File: src/rtl/apb_req_bridge_if.sv
// Bundles the core-side request/grant/rvalid port and the APB3 master bus of apb_req_bridge.
// The bridge takes the slave modport; the core plus APB peripheral environment takes master.
interface apb_req_bridge_if #(
    parameter int unsigned APB_ADDR_WIDTH = 32,
    parameter int unsigned APB_DATA_WIDTH = 32
);
    logic                      req_i;
    logic                      gnt_o;
    logic [APB_ADDR_WIDTH-1:0] addr_i;
    logic                      we_i;
    logic [APB_DATA_WIDTH-1:0] wdata_i;
    logic                      rvalid_o;
    logic [APB_DATA_WIDTH-1:0] rdata_o;
    logic                      err_o;

    logic [APB_ADDR_WIDTH-1:0] paddr;
    logic [APB_DATA_WIDTH-1:0] pwdata;
    logic                      pwrite;
    logic                      psel;
    logic                      penable;
    logic [APB_DATA_WIDTH-1:0] prdata;
    logic                      pready;
    logic                      pslverr;

    modport slave (
        input  req_i, addr_i, we_i, wdata_i, prdata, pready, pslverr,
        output gnt_o, rvalid_o, rdata_o, err_o, paddr, pwdata, pwrite, psel, penable
    );

    modport master (
        output req_i, addr_i, we_i, wdata_i, prdata, pready, pslverr,
        input  gnt_o, rvalid_o, rdata_o, err_o, paddr, pwdata, pwrite, psel, penable
    );
endinterface

File: src/rtl/apb_req_bridge.sv
// Core request/grant/rvalid port to APB3 master bridge with address-window rejection
// and a pready watchdog that turns a hung slave into an error response.
module apb_req_bridge #(
    parameter int unsigned               APB_ADDR_WIDTH = 32,
    parameter int unsigned               APB_DATA_WIDTH = 32,
    parameter logic [APB_ADDR_WIDTH-1:0] WIN_START      = APB_ADDR_WIDTH'(32'h1A10_0000),
    parameter logic [APB_ADDR_WIDTH-1:0] WIN_END        = APB_ADDR_WIDTH'(32'h1A11_7FFF),
    parameter int unsigned               TIMEOUT_CYCLES = 256
) (
    input  logic               clk,
    input  logic               rst,
    apb_req_bridge_if.slave    bus
);

    typedef enum logic [1:0] {
        IDLE,
        SETUP,
        ACCESS,
        RESP
    } state_t;

    // Watchdog value on the last ACCESS cycle allowed before the forced error.
    localparam logic [15:0] WD_LAST = 16'(TIMEOUT_CYCLES - 1);

    state_t      state;
    logic [15:0] wd;

    function automatic logic in_window(input logic [APB_ADDR_WIDTH-1:0] a);
        return (a >= WIN_START) && (a <= WIN_END);
    endfunction

    function automatic logic wd_expired(input logic [15:0] cnt);
        return cnt == WD_LAST;
    endfunction

    assign bus.gnt_o = bus.req_i && (state == IDLE);

    always_ff @(posedge clk) begin
        if (rst) begin
            state        <= IDLE;
            wd           <= '0;
            bus.psel     <= 1'b0;
            bus.penable  <= 1'b0;
            bus.pwrite   <= 1'b0;
            bus.paddr    <= '0;
            bus.pwdata   <= '0;
            bus.rvalid_o <= 1'b0;
            bus.rdata_o  <= '0;
            bus.err_o    <= 1'b0;
        end else begin
            bus.rvalid_o <= 1'b0;
            unique case (state)
                IDLE: begin
                    if (bus.req_i) begin
                        bus.paddr  <= bus.addr_i;
                        bus.pwrite <= bus.we_i;
                        bus.pwdata <= bus.wdata_i;
                        if (in_window(bus.addr_i)) begin
                            state    <= SETUP;
                            wd       <= '0;
                            bus.psel <= 1'b1;
                        end else begin
                            // Rejected without touching the APB bus.
                            state        <= RESP;
                            bus.rvalid_o <= 1'b1;
                            bus.err_o    <= 1'b1;
                            bus.rdata_o  <= '0;
                        end
                    end
                end

                SETUP: begin
                    state       <= ACCESS;
                    bus.penable <= 1'b1;
                end

                ACCESS: begin
                    wd <= wd + 16'd1;
                    if (bus.pready) begin
                        state        <= RESP;
                        bus.psel     <= 1'b0;
                        bus.penable  <= 1'b0;
                        bus.rvalid_o <= 1'b1;
                        bus.err_o    <= bus.pslverr;
                        bus.rdata_o  <= bus.pwrite ? '0 : bus.prdata;
                    end else if (wd_expired(wd)) begin
                        // Abandon the slave; dropping psel ends its transfer.
                        state        <= RESP;
                        bus.psel     <= 1'b0;
                        bus.penable  <= 1'b0;
                        bus.rvalid_o <= 1'b1;
                        bus.err_o    <= 1'b1;
                        bus.rdata_o  <= '0;
                    end
                end

                RESP: begin
                    state <= IDLE;
                end

                default: begin
                    state       <= IDLE;
                    bus.psel    <= 1'b0;
                    bus.penable <= 1'b0;
                end
            endcase
        end
    end

endmodule

File: src/flat_wrapper.sv
// flat-port wrapper written by rule: the top's interface ports become plain ports
module apb_req_bridge_flat 
#(
    parameter int unsigned               APB_ADDR_WIDTH = 32,
    parameter int unsigned               APB_DATA_WIDTH = 32,
    parameter logic [APB_ADDR_WIDTH-1:0] WIN_START      = APB_ADDR_WIDTH'(32'h1A10_0000),
    parameter logic [APB_ADDR_WIDTH-1:0] WIN_END        = APB_ADDR_WIDTH'(32'h1A11_7FFF),
    parameter int unsigned               TIMEOUT_CYCLES = 256
)
  (clk, rst, bus_req_i, bus_addr_i, bus_we_i, bus_wdata_i, bus_prdata, bus_pready, bus_pslverr, bus_gnt_o, bus_rvalid_o, bus_rdata_o, bus_err_o, bus_paddr, bus_pwdata, bus_pwrite, bus_psel, bus_penable);
  apb_req_bridge_if #(.APB_ADDR_WIDTH(APB_ADDR_WIDTH), .APB_DATA_WIDTH(APB_DATA_WIDTH)) bus_i ();
  input  logic clk;
  input  logic rst;
  input wire logic [$bits(bus_i.req_i)-1:0] bus_req_i;
  input wire logic [$bits(bus_i.addr_i)-1:0] bus_addr_i;
  input wire logic [$bits(bus_i.we_i)-1:0] bus_we_i;
  input wire logic [$bits(bus_i.wdata_i)-1:0] bus_wdata_i;
  input wire logic [$bits(bus_i.prdata)-1:0] bus_prdata;
  input wire logic [$bits(bus_i.pready)-1:0] bus_pready;
  input wire logic [$bits(bus_i.pslverr)-1:0] bus_pslverr;
  output wire logic [$bits(bus_i.gnt_o)-1:0] bus_gnt_o;
  output wire logic [$bits(bus_i.rvalid_o)-1:0] bus_rvalid_o;
  output wire logic [$bits(bus_i.rdata_o)-1:0] bus_rdata_o;
  output wire logic [$bits(bus_i.err_o)-1:0] bus_err_o;
  output wire logic [$bits(bus_i.paddr)-1:0] bus_paddr;
  output wire logic [$bits(bus_i.pwdata)-1:0] bus_pwdata;
  output wire logic [$bits(bus_i.pwrite)-1:0] bus_pwrite;
  output wire logic [$bits(bus_i.psel)-1:0] bus_psel;
  output wire logic [$bits(bus_i.penable)-1:0] bus_penable;
  assign bus_i.req_i = bus_req_i;
  assign bus_i.addr_i = bus_addr_i;
  assign bus_i.we_i = bus_we_i;
  assign bus_i.wdata_i = bus_wdata_i;
  assign bus_i.prdata = bus_prdata;
  assign bus_i.pready = bus_pready;
  assign bus_i.pslverr = bus_pslverr;
  assign bus_gnt_o = bus_i.gnt_o;
  assign bus_rvalid_o = bus_i.rvalid_o;
  assign bus_rdata_o = bus_i.rdata_o;
  assign bus_err_o = bus_i.err_o;
  assign bus_paddr = bus_i.paddr;
  assign bus_pwdata = bus_i.pwdata;
  assign bus_pwrite = bus_i.pwrite;
  assign bus_psel = bus_i.psel;
  assign bus_penable = bus_i.penable;
  apb_req_bridge #(.APB_ADDR_WIDTH(APB_ADDR_WIDTH), .APB_DATA_WIDTH(APB_DATA_WIDTH), .WIN_START(WIN_START), .WIN_END(WIN_END), .TIMEOUT_CYCLES(TIMEOUT_CYCLES)) u_core (.clk(clk), .rst(rst), .bus(bus_i));
endmodule
File: config.mk
export PLATFORM = sky130hd
export DESIGN_NAME = apb_req_bridge_flat
export DESIGN_NICKNAME = d
export VERILOG_FILES = /design/src/rtl/apb_req_bridge_if.sv /design/src/rtl/apb_req_bridge.sv /design/src/flat_wrapper.sv
export SDC_FILE = /design/constraint.sdc
export NUM_CORES = 1
export LEC_CHECK = 0
export ABC_AREA = 1
export BUFFER_PORTS_ARGS = -buffer_cell sky130_fd_sc_hd__buf_4
export CORE_ASPECT_RATIO = 1.25
export CORE_MARGIN = 3
export CORE_UTILIZATION = 49
export DETAILED_ROUTE_END_ITERATION = 10
export GPL_TIMING_DRIVEN = 0
export PLACE_DENSITY = 0.83
export SYNTH_ARGS = -nofsm -noshare
export SYNTH_HDL_FRONTEND = slang
export SYNTH_SLANG_ARGS = --single-unit
export TNS_END_PERCENT = 30
File: constraint.sdc
create_clock -name clk -period 2.05 [get_ports clk]
set_input_delay 0.41 -clock clk [delete_from_list [all_inputs] [get_ports clk]]
set_output_delay 0.41 -clock clk [all_outputs]
set_load 0.03 [all_outputs]
==> results, run 1 <==
- For this design the static power due to leakage is 0.003460 uW.
- Of the cells placed in the final design, the portion with a size suffix greater than 1 is 30.44%.
- The total global routing overflow is 0.
- For this run, the share of the core covered by cells in the final layout is 74.39%.
- The internal portion of the total power is 7545 uW.
- The TritonCTS clock tree is yes.
- For the worst setup path, the data arrival time is 1490 ps.
- The worst-case clock buffer depth is 2.
- The post-synthesis net count is 825.
- The power per unit of standard cell area is 1702 mW/mm^2.
- The routed via count is 5441.
- The wire length of the first global-routing pass is 24.89 mm.
- The total negative slack is 0 ps.
- Detailed routing placed a total of 7.770 mm of wire on met2.
- The count of placed standard cells including taps is 1051.
- The sink of the worst hold path is u_core.wd[3].
- Combinational cells account for 47.7% of the total power.
- The die is 120.5 um tall.
- Based on the critical path, the design can be clocked at up to 525.3 MHz.
- The total routed wire length on the met1 layer is 5.946 mm.
- The clock period could shrink to 1904 ps.
- The number of inserted diodes is 0.
- Summing the sequential cell areas from Yosys gives 46.38% of the chip area.
- For this run, the number of Yosys warnings is 0.
- Entering global routing, the biggest net connects 17 pins.
- For this run, the post-layout net count is 1049.
- The quantity of I/O buffers inserted on ports is 203.
- Across the VDD grid, the largest voltage drop is 0.0008768 V.
- The filler cells instantiated in the layout total 820.
- Using the TritonRoute via totals, the vias-per-cell ratio works out to 5.015.
- The total CTS buffers is 17.
- The number of antenna-violating nets in the routed design is 0.
- The critical path starts at u_core.state[0].
- Dividing the final minimum period by the clock period gives 92.86%.
- The number of cells on the worst reg-to-reg path is 12.
- The main flop type after synthesis is dfxtp_1.
- At the worst endpoint, the required time is 1640 ps.
- The total wire length is 15.59 mm.
- The estimated wirelength of the detail-placed design is 11.19 mm.
- The tightest min-delay check is of the input pin to register type.
- The worst setup path is launched from a register.
- Excluding fillers, the count of instances in the completed layout stands at 1085.
- From left edge to right edge, the die measures 97.57 um.
- The met3 routed wirelength is 1.398 mm.
- The clock drives 119 sinks.
- The region available for standard cell placement spans 0.01016 mm^2.
- The endpoint of the lowest-slack register-to-register path is u_core.bus.rdata_o[20].
- The initial antenna violation count is 0.
- The clock group share of total power is 24.9%.
- Clock-pin slew was measured on the worst setup and hold paths at 60 ps.
- The via count of the first global-routing pass is 5287.
- Global routing used 26.37% of the available tracks.
- The signed area change from the synthesized netlist to the final layout is 47.11%.
- The number of remaining DRC errors is 0.
- The flow ran to the end, and the final reports show no timing, DRC or antenna violations.
- The number of max-slew violations in the final report was 0.
- The register-to-register path setup slack is 200 ps.
- The relative max-transition margin is 57.51%.
- Before antenna repair, the detailed router went through 5 iterations.
- Averaged over all synthesized cells, the footprint is 7.143 um^2.
- The sequential power share is 27.4%.
- The row count is 41.
- Synthesis inferred 119 register bits.
- The routability-driven placement congestion ratio is 0.8509.
- The class of the most critical setup path is register to output pin.
- Of the total power, the share spent switching nets is 41.32%.
- The number of enable-type register cells in the synthesized netlist is 0.
- The share of async-settable or async-resettable flops after synthesis is 0%.
- The number of hold violations in the final report was 0.
- After routing the design area is 0.007556 mm^2.
- The top fanout value on the critical path is 17.
- The violation count after the first detailed-route iteration is 301.
- The number of max-cap violations is 0.
- The distinct cell type count of the synthesized netlist is 25.
- The uppermost signal routing layer after detailed routing is met4.
- The floorplan step defined a die boundary enclosing 0.01175 mm^2.
- After technology mapping, the gate count stands at 719.
- The instance area after placement is 0.006822 mm^2.
- The kind of end point of the critical path is an output pin.
- Setup violations remaining at the end of the flow were counted as 0.
- Setup repair after global routing left no endpoint under its margin.
- The wire length per cell after detailed routing is 14.37 um.
- The number of H-tree levels is 4.
- Along the worst hold path, the cell count comes to 2.
- The synthesized netlist occupies a cell area of 0.005136 mm^2.
- The power spent charging and discharging nets is 5312 uW.
- The transition at the pin with the smallest max-transition slack is 637.4 ps.
- The clock insertion delay at the later pin of the skew report is 410 ps.
- The launch instance of the worst register-to-register path is u_core.wd[1].
- The clock arrives with 7.815 ps of skew.
- The clock root buffer is clkbuf_16.
- The top-level I/O count is 204.
- The initial utilization of the core area, before any placement, comes to 50.57%.
- The startpoint identified for the worst hold timing path is rst.
-- power by group through the flow --
stage	clock [uW]	combinational (uW)	sequential [uW]
after global routing	3340	6670	3610
after global placement	0	5860	3510
after detailed placement	0	5930	3540
after CTS	3220	6130	3520
after floorplan	0	2670	4890
final	3200	6130	3530
-- metal layers --
metal | track usage [%] | vias to the layer above
li1 | - | 2762
met1 | 28.23 | 2423
met2 | 46.05 | 221
met3 | 9.059 | 35
met4 | 13.25 | 0
met5 | 0 | -
-- cell families after synthesis --
group	Yosys count	synth area share, %
AND/OR/NAND/NOR	378	30.09
AO/OA/AOI/OAI	133	14.42
flip-flops	119	46.38
buffers and inverters	80	7.284
XOR/XNOR	5	0.8526
adder cells (fa/ha/maj)	4	0.9745
-- through the flow --
step	hold WS [ps]	total power, uW	setup slack [ps]
4_1_cts	172.3	12870	12.64
2_1_floorplan	452.4	7563	68.78
3_3_place_gp	450.3	9371	-485.1
5_1_grt	174.1	13620	18.13
6_report	188.1	12860	146.3
3_5_place_dp	466.3	9472	-456.9
-- placed cells by master (no fill, tap or decap), types with 2 or more instances in the layout --
cell type and n:
nor3_1 5, bufinv_16 4, nand2_1 136, buf_6 2, buf_12 3, clkbuf_2 3
inv_2 2, dfxtp_2 2, clkinv_4 3, ha_1 2, buf_4 205, dfxtp_1 117
nor2_1 174, clkbuf_16 18, nand4_1 6, clkinv_2 2, a21oi_1 45, clkinvlp_4 2
inv_6 3, buf_1 3, xor2_1 5, o21ai_0 68, a21oi_2 20, clkbuf_1 24
inv_1 31, buf_2 8, nand3_1 48
-- flip-flops by register name (all words and copies together), names as in the netlist --
signal and flops:
u_core.bus.paddr 32, u_core.bus.pwdata 32, u_core.bus.rdata_o 32, u_core.wd 16, u_core.state 2, u_core.bus.err_o 1, u_core.bus.penable 1, u_core.bus.psel 1
u_core.bus.pwrite 1, u_core.bus.rvalid_o 1
-- worst max-delay path, stage by stage (launching register included) --
cell and delay, ps:
dfxtp_1 300, inv_2 100, ha_4 180, nand2_8 90
inv_8 110, clkbuf_16 170, buf_8 120
-- worst max path at each step --
stage,cells after the start,end
final,6,bus_gnt_o
after floorplan,6,bus_gnt_o
after CTS,7,bus_gnt_o
after detailed placement,7,bus_gnt_o
after global routing,12,u_core.bus.rdata_o[17]
after global placement,7,bus_gnt_o
-- cell usage after synthesis, types with 4 or more instances --
| library cell | count | area [um^2] |
|---|---|---|
| inv_1 | 33 | 123.9 |
| a21oi_2 | 20 | 175.2 |
| clkbuf_1 | 29 | 108.9 |
| buf_2 | 8 | 40.04 |
| dfxtp_1 | 119 | 2382 |
| ha_1 | 4 | 50.05 |
| nor3_1 | 5 | 25.02 |
| nand4_1 | 6 | 37.54 |
| xor2_1 | 5 | 43.79 |
| a21oi_1 | 45 | 225.2 |
| nor2_1 | 175 | 656.9 |
| nand2_1 | 137 | 514.2 |
| o21ai_0 | 68 | 340.3 |
| nand3_1 | 48 | 240.2 |
-- timing repair --
action | in CTS | in global routing
endpoints found under the hold margin | 0 | 0
buffers inserted | 1 | 2
pin swaps | 1 | 4
gates resized for setup | 19 | 11
hold buffers | 0 | 0
cloned | 0 | 0
setup endpoints to repair | 18 | 33
-- layout make-up --
class                           count  area (um^2)  area share (%)
Tap cell                          129        161.4           2.136
Clock inverter                     14        197.7           2.616
Multi-Input combinational cell    520         2414           31.94
Sequential cell                   119         2385           31.56
Clock buffer                       18        439.2           5.812
Timing Repair Buffer              206         1554           20.57
Inverter                           35        141.4           1.871
Buffer                             44        264.0           3.494
Note: power is estimated with default switching activity, not from simulation.
==> inputs of run 2 (changes only) <==
--- a/config.mk
+++ b/config.mk
@@ -7,8 +7,8 @@
 export LEC_CHECK = 0
 export ABC_AREA = 1
 export BUFFER_PORTS_ARGS = -buffer_cell sky130_fd_sc_hd__buf_4
-export CORE_ASPECT_RATIO = 1.25
-export CORE_MARGIN = 3
+export CORE_ASPECT_RATIO = 1.2
+export CORE_MARGIN = 4
 export CORE_UTILIZATION = 49
 export DETAILED_ROUTE_END_ITERATION = 10
 export GPL_TIMING_DRIVEN = 0
==> constraint.sdc (replaced) <==
create_clock -name clk -period 2.1 [get_ports clk]
set_input_delay 0.42 -clock clk [delete_from_list [all_inputs] [get_ports clk]]
set_output_delay 0.42 -clock clk [all_outputs]
set_load 0.03 [all_outputs]
==> results, run 2 (synthesis results as in run 1) <==
- The number of remaining DRC errors is 0 (unchanged).
- The post-route cell area is 0.007457 mm^2 (-1.3%).
- The fraction of final layout cells with drive strength greater than 1 is 29.45% (-0.98 points).
- The leakage power was 0.003420 uW (-1.2%).
- The number of H-tree levels is 4 (unchanged).
- The critical path ends at bus_gnt_o.
- The clock root buffer is clkbuf_16.
- The clock insertion delay at the later pin of the skew report is 400 ps (about the same).
- The number of max-cap violations was 0 (unchanged).
- The clock group share of total power is 23.5% (-1.4 points).
- The run finished with clean final reports.
- In the layout the commonest cells are 203 x buf_4, 175 x nor2_1, 136 x nand2_1, 118 x dfxtp_1, 68 x o21ai_0.
- The number of inserted diodes came to 0 (unchanged).
- The largest net degree at the start of global routing was 17 (unchanged).
- The top-level I/O count is 204 (unchanged).
- The wire length per cell after detailed routing is 14.03 um (-2.3%).
- The quantity of I/O buffers inserted on ports is 203 (unchanged).
- The depth of the worst hold-timing path is 2 (unchanged).
- The kind of end point of the critical path is an output pin.
- The sequential power share is 28.1% (+0.7 points).
- The cell-internal power is 7182 uW (-4.8%).
- The number of endpoints failing setup at the final stage is 0 (unchanged).
- The area of the core came to 0.01011 mm^2 (-0.47%).
- The launch instance of the worst register-to-register path is u_core.wd[0].
- The signed area change from the synthesized netlist to the final layout is 45.19%.
- The worst endpoint data arrival time is 1540 ps (+50 ps).
- The top fanout value on the critical path is 19 (+2).
- The worst-case clock buffer depth is 2 (unchanged).
- Setup repair after global routing left no endpoint under its margin.
- The via count of the first global-routing pass is 5221 (-1.2%).
- The delay of the slowest cell on the worst path is 300 ps (about the same).
- The relative max-transition margin was 58.52% (+1.0 points).
- The area used by sequential logic in the layout is 0.002384 mm^2 (about the same).
- The required arrival time at the worst endpoint was 1680 ps (+40 ps).
- The number of antenna-violating nets in the routed design came to 0 (unchanged).
- The total global routing overflow is 0 (unchanged).
- The number of nets in the final layout is 1047 (-0.19%).
- The library cell used most frequently in the layout, excluding fill and tap cells, is buf_4.
- The via density per instance came to 4.967 (-0.96%).
- The die height was 120.2 um (-0.26%).
- Traced cell by cell, the critical path runs through inv_2 > ha_4 > nand2_8 > inv_6 > clkbuf_8 > buf_6.
- The slowest stage cell on the critical path is dfxtp_1.
- Of the available clock period, the critical path in the final layout requires 93.10%.
- The launch point of the worst path is u_core.state[0].
- The proportion of total power due to net switching is 41.06% (-0.26 points).
- The power spent charging and discharging nets was 5003 uW (-5.8%).
- The hold buffer count at cts was 0 (unchanged).
- The maximum achievable frequency is 511.5 MHz.
- The register-to-register path setup slack is 250 ps (+50 ps).
- The clock sink count is 119 (unchanged).
- The largest registers in the layout are u_core.bus.paddr (32), u_core.bus.pwdata (32), u_core.bus.rdata_o (32).
- The depth of the worst register-to-register path is 12 (unchanged).
- The routed via count is 5364 (-1.4%).
- The count of TritonRoute iterations in the first routing pass is 5 (unchanged).
- The power per unit of standard cell area is 1634 mW/mm^2 (-4.0%).
- The smallest hold slack is 196.4 ps (+8.369 ps).
- The instance area after placement is 0.006818 mm^2 (about the same).
- The initial core utilization is 50.80% (+0.24 points).
- The number of inserted filler cells in the final layout is 853 (+4.0%).
- The global-route usage over all layers came to 25.63% (-0.74 points).
- The area of combinational cells with multiple inputs is 0.002409 mm^2 (-0.21%).
- The routability-driven placement congestion ratio came to 0.9313 (+9.4%).
- The kind of launch point of the worst setup path is a register.
- The class of the tightest hold or removal check is input pin to register.
- The post-CTS clock slew at the launch and capture registers of the worst setup and hold paths came to 50 ps (about the same).
- The post-route clock skew was 6.927 ps (-0.8885 ps).
- The TritonCTS clock tree is yes.
- The total wire length is 15.15 mm (-2.8%).
- The wire length of the first global-routing pass was 24.58 mm (-1.2%).
- The critical path is of the register to output pin type.
- The area of the die is 0.01219 mm^2 (+3.7%).
- The number of max-slew violations in the final report is 0 (unchanged).
- The violation count after the first detailed-route iteration was 269 (-11%).
- Counting I/O delays and the setup requirement, the final critical path takes 1955 ps.
- The total CTS buffers came to 17 (unchanged).
- The row count came to 40 (-2.4%).
- The transition at the pin with the smallest max-transition slack is 622.2 ps (-15.14 ps).
- The number of hold violations in the final report was 0 (unchanged).
- The estimated wirelength of the detail-placed design is 11.41 mm (+1.9%).
- The endpoint of the lowest-slack register-to-register path is u_core.bus.rdata_o[31].
- The maximum VDD drop is 0.0007549 V (-14%).
- The die span in x is 101.5 um (+4.0%).
- The initial antenna violation count is 0 (unchanged).
- The proportion of power drawn by combinational gates was 48.5% (+0.8 points).
[run 2: cell types whose count changed in the layout (fill, tap and decap cells not counted), moves of 2 or more]
cell,delta
buf_4,-2
clkbuf_1,+5
clkinv_2,+2
clkinv_4,-3
inv_6,-2
[run 2: layer usage]
metal / global-route usage, % / part of all wire, % / vias up
li1: - / - / 2757
met1: 27.65 / 38 / 2376
met2: 43.74 / 50 / 198
met3: 10.41 / 9.8 / 33
met4: 10.72 / 2.7 / 0
met5: 0 / 0 / -
[run 2: what timing repair did]
action                     in CTS  in global routing
setup endpoints to repair      13                 32
resized for setup              16                  7
buffers inserted                0                  1
pin swaps                       0                  2
[run 2: worst min path at each step]
| stage | end | startpoint |
|---|---|---|
| final | u_core.wd[3] | rst |
| after floorplan | u_core.wd[6] | u_core.wd[6] |
| after detailed placement | u_core.bus.psel | u_core.bus.psel |
| after global routing | u_core.wd[3] | rst |
| after CTS | u_core.wd[3] | rst |
| after global placement | u_core.bus.penable | u_core.bus.penable |
[run 2: layout make-up]
class                           count  area share [%]
Tap cell                          126           2.114
Clock inverter                      9           1.678
Multi-Input combinational cell    520           32.30
Buffer                             44           3.389
Timing Repair Buffer              204           20.59
Clock buffer                       23           6.141
Inverter                           35           1.829
Sequential cell                   119           31.96
[run 2: stage by stage]
stage	setup slack, ps	utilization [%]	power [uW]	std cells	setup TNS, ps
6_report	144.8	73.76	12180	1080	0
2_1_floorplan	108.8	-	7383	719	0
4_1_cts	6.018	73.77	12270	1080	0
3_5_place_dp	-414.2	67.44	9252	1048	-542.3
3_3_place_gp	-446.3	67.44	9160	1048	-762.7
5_1_grt	38.12	73.76	13000	1080	0
[run 2: power by group through the flow]
stage | Combinational (uW) | Clock (uW) | Sequential [uW]
after CTS | 5940 | 2910 | 3420
after floorplan | 2610 | 0 | 4770
after global placement | 5740 | 0 | 3420
final | 5900 | 2860 | 3420
after detailed placement | 5800 | 0 | 3450
after global routing | 6490 | 3000 | 3500
[run 2: worst max-delay path, delay by kind of cell (launching register included)]
kind,cells,cell delay [ps]
adder cells (fa/ha/maj),1,200
buffers and inverters,4,540
AND/OR/NAND/NOR,1,100
flip-flops,1,300
==> inputs of run 3 (changes only) <==
--- a/config.mk
+++ b/config.mk
@@ -7,12 +7,14 @@
 export LEC_CHECK = 0
 export ABC_AREA = 1
 export BUFFER_PORTS_ARGS = -buffer_cell sky130_fd_sc_hd__buf_4
+export CELL_PAD_IN_SITES_DETAIL_PLACEMENT = 2
+export CELL_PAD_IN_SITES_GLOBAL_PLACEMENT = 2
 export CORE_ASPECT_RATIO = 1.2
 export CORE_MARGIN = 4
-export CORE_UTILIZATION = 49
+export CORE_UTILIZATION = 25
 export DETAILED_ROUTE_END_ITERATION = 10
 export GPL_TIMING_DRIVEN = 0
-export PLACE_DENSITY = 0.83
+export PLACE_DENSITY = 0.8
 export SYNTH_ARGS = -nofsm -noshare
 export SYNTH_HDL_FRONTEND = slang
 export SYNTH_SLANG_ARGS = --single-unit
==> results, run 3 (synthesis results as in run 1) <==
- The wire length per cell after detailed routing is 16.19 um (+15%).
- The TritonCTS clock tree is yes.
- The hold buffer count at cts came to 0 (unchanged).
- The die height is 165.0 um (+37%).
- In this run the critical register-to-register path is launched from u_core.wd[0].
- In this run the clock root is driven by a clkbuf_16.
- The number of inserted diodes is 0 (unchanged).
- The worst hold path belongs to the class input pin to register.
- The clock insertion delay at the later pin of the skew report is 410 ps (about the same).
- The area of the die came to 0.02291 mm^2 (+88%).
- The proportion of power drawn by combinational gates is 49.2% (+0.7 points).
- The run finished with clean final reports.
- The routed via count is 5603 (+4.5%).
- The leakage power is 0.003438 uW (+0.50%).
- The global-route usage over all layers is 17.33% (-8.3 points).
- The required arrival time at the worst endpoint is 1680 ps (about the same).
- The number of remaining DRC errors was 0 (unchanged).
- The number of antenna-violating nets in the routed design is 0 (unchanged).
- The relative max-transition margin came to 55.27% (-3.3 points).
- The die span in x came to 138.8 um (+37%).
- The clock period minus worst slack is 1941 ps (-14.04 ps).
- The violation count after the first detailed-route iteration is 104 (-61%).
- The worst setup path is captured at an output pin.
- From synthesis to final layout, the design area changed by 49.18%.
- The largest net degree at the start of global routing is 17 (unchanged).
- The worst-case clock buffer depth was 2 (unchanged).
- The launch point of the worst path is u_core.state[0].
- The maximum achievable frequency is 515.2 MHz (+0.72%).
- The clock group share of total power is 23.1% (-0.4 points).
- The count of TritonRoute iterations in the first routing pass came to 4 (-1).
- The quantity of I/O buffers inserted on ports is 203 (unchanged).
- The row count is 57 (+43%).
- The power spent charging and discharging nets is 5353 uW (+7.0%).
- The top cell types in the final layout, fill and taps aside, are 203 x buf_4, 174 x nor2_1, 135 x nand2_1, 119 x dfxtp_1, 68 x o21ai_0.
- The maximum VDD drop is 0.0006384 V (-15%).
- The initial antenna violation count is 0 (unchanged).
- The start point of the worst hold path is rst.
- The setup slack at placement is -625.4 ps (-211.1 ps).
- The number of max-cap violations was 0 (unchanged).
- The number of H-tree levels is 4 (unchanged).
- The number of nets in the final layout is 1047 (unchanged).
- The cell-internal power was 7065 uW (-1.6%).
- The estimated wirelength of the detail-placed design is 15.14 mm (+33%).
- The area of the core is 0.02025 mm^2 (+100%).
- The top fanout value on the critical path is 17 (-2).
- The total global routing overflow was 0 (unchanged).
- The post-route clock period utilization is 92.44% (-0.67 points).
- The post-CTS clock slew at the launch and capture registers of the worst setup and hold paths came to 60 ps (about the same).
- The via count of the first global-routing pass is 6061 (+16%).
- The final critical-path setup slack is 158.8 ps (+14.04 ps).
- The power per unit of standard cell area is 1621 mW/mm^2 (-0.81%).
- The number of max-slew violations in the final report is 0 (unchanged).
- The worst setup path is launched from a register.
- The number of hold violations in the final report is 0 (unchanged).
- The top-level I/O count is 204 (unchanged).
- The sequential power share is 27.7% (-0.4 points).
- The post-route clock skew is 8.246 ps (+1.320 ps).
- The class of the most critical setup path is register to output pin.
- In the final layout, the registers with the most flip-flops are u_core.bus.paddr (32), u_core.bus.pwdata (32), u_core.bus.rdata_o (32).
- The routability-driven placement congestion ratio is 0.7447 (-20%).
- The number of endpoints failing setup at the final stage was 0 (unchanged).
- The transition at the pin with the smallest max-transition slack is 671.0 ps (+48.78 ps).
- The proportion of total power due to net switching is 43.11% (+2.0 points).
- The via density per instance is 4.596 (-7.5%).
- The total wire length is 19.73 mm (+30%).
- The clock sink count was 119 (unchanged).
- The total CTS buffers is 17 (unchanged).
- The initial core utilization was 25.36% (-25 points).
- The wire length of the first global-routing pass came to 31.76 mm (+29%).
- The end-of-flow core utilization is 37.83% (-36 points).
- The fraction of final layout cells with drive strength greater than 1 was 30.29% (+0.84 points).
- The worst endpoint data arrival time is 1520 ps (-20 ps).
- The library cell used most frequently in the layout, excluding fill and tap cells, is buf_4.
## run 3: cell count changes in the layout (fill, tap and decap cells not counted), moves of 2 or more
cell      change
clkbuf_8      -2
ha_1          -2
clkbuf_1      -5
ha_2          +2
clkinv_4      +4
## run 3: timing repair
action / 4_1_cts / 5_1_grt
pin swaps: 1 / 2
setup endpoints to repair: 56 / 34
resized for setup: 20 / 7
buffers inserted: 1 / 0
## run 3: layer usage
| metal | vias up | global-route usage (%) | wire, um |
|---|---|---|---|
| li1 | 2756 | - | - |
| met1 | 2658 | 18.97 | 7869 |
| met2 | 163 | 30.27 | 9600 |
| met3 | 26 | 7.443 | 1819 |
| met4 | 0 | 5.872 | 444 |
| met5 | - | 0 | 0 |
## run 3: per-stage QoR
stage	instance area (um^2)	total power, uW	instances	hold slack (ps)	setup TNS (ps)
floorplan	5136	7383	719	452.4	0
global placement	6992	9403	1187	450.6	-6549
detailed placement	6992	9561	1187	461.5	-7309
CTS	7652	12680	1220	173.1	-20.41
global route	7662	13360	1219	183.7	-185.9
finish	7662	12420	1219	191.2	0
## run 3: area by class of cell
type | instances | area [um^2]
Fill cell | 2446 | 12590
Multi-Input combinational cell | 520 | 2430
Sequential cell | 119 | 2382
Timing Repair Buffer | 204 | 1535
Clock buffer | 17 | 425.4
Tap cell | 265 | 331.6
Buffer | 44 | 264.0
Clock inverter | 15 | 155.1
Inverter | 35 | 138.9
## run 3: critical path: stages (launching register included)
cell	delay [ps]
dfxtp_1	310
inv_2	100
ha_4	180
nand2_8	100
inv_8	120
clkbuf_16	170
buf_6	130
## run 3: power by group through the flow
stage / combinational [uW] / sequential (uW) / clock, uW
5_1_grt: 6750 / 3540 / 3070
4_1_cts: 6260 / 3450 / 2970
6_report: 6110 / 3440 / 2870
3_3_place_gp: 5960 / 3440 / 0
2_1_floorplan: 2610 / 4770 / 0
3_5_place_dp: 6080 / 3480 / 0
## run 3: path summary, 6_finish.rpt
kind              slack, ps                      to  cells past startpoint
setup reg to reg        160  u_core.bus.rdata_o[17]                     12
hold reg to reg         460         u_core.bus.psel                      2
setup / recovery        160               bus_gnt_o                      6
hold / removal          190            u_core.wd[3]                      2
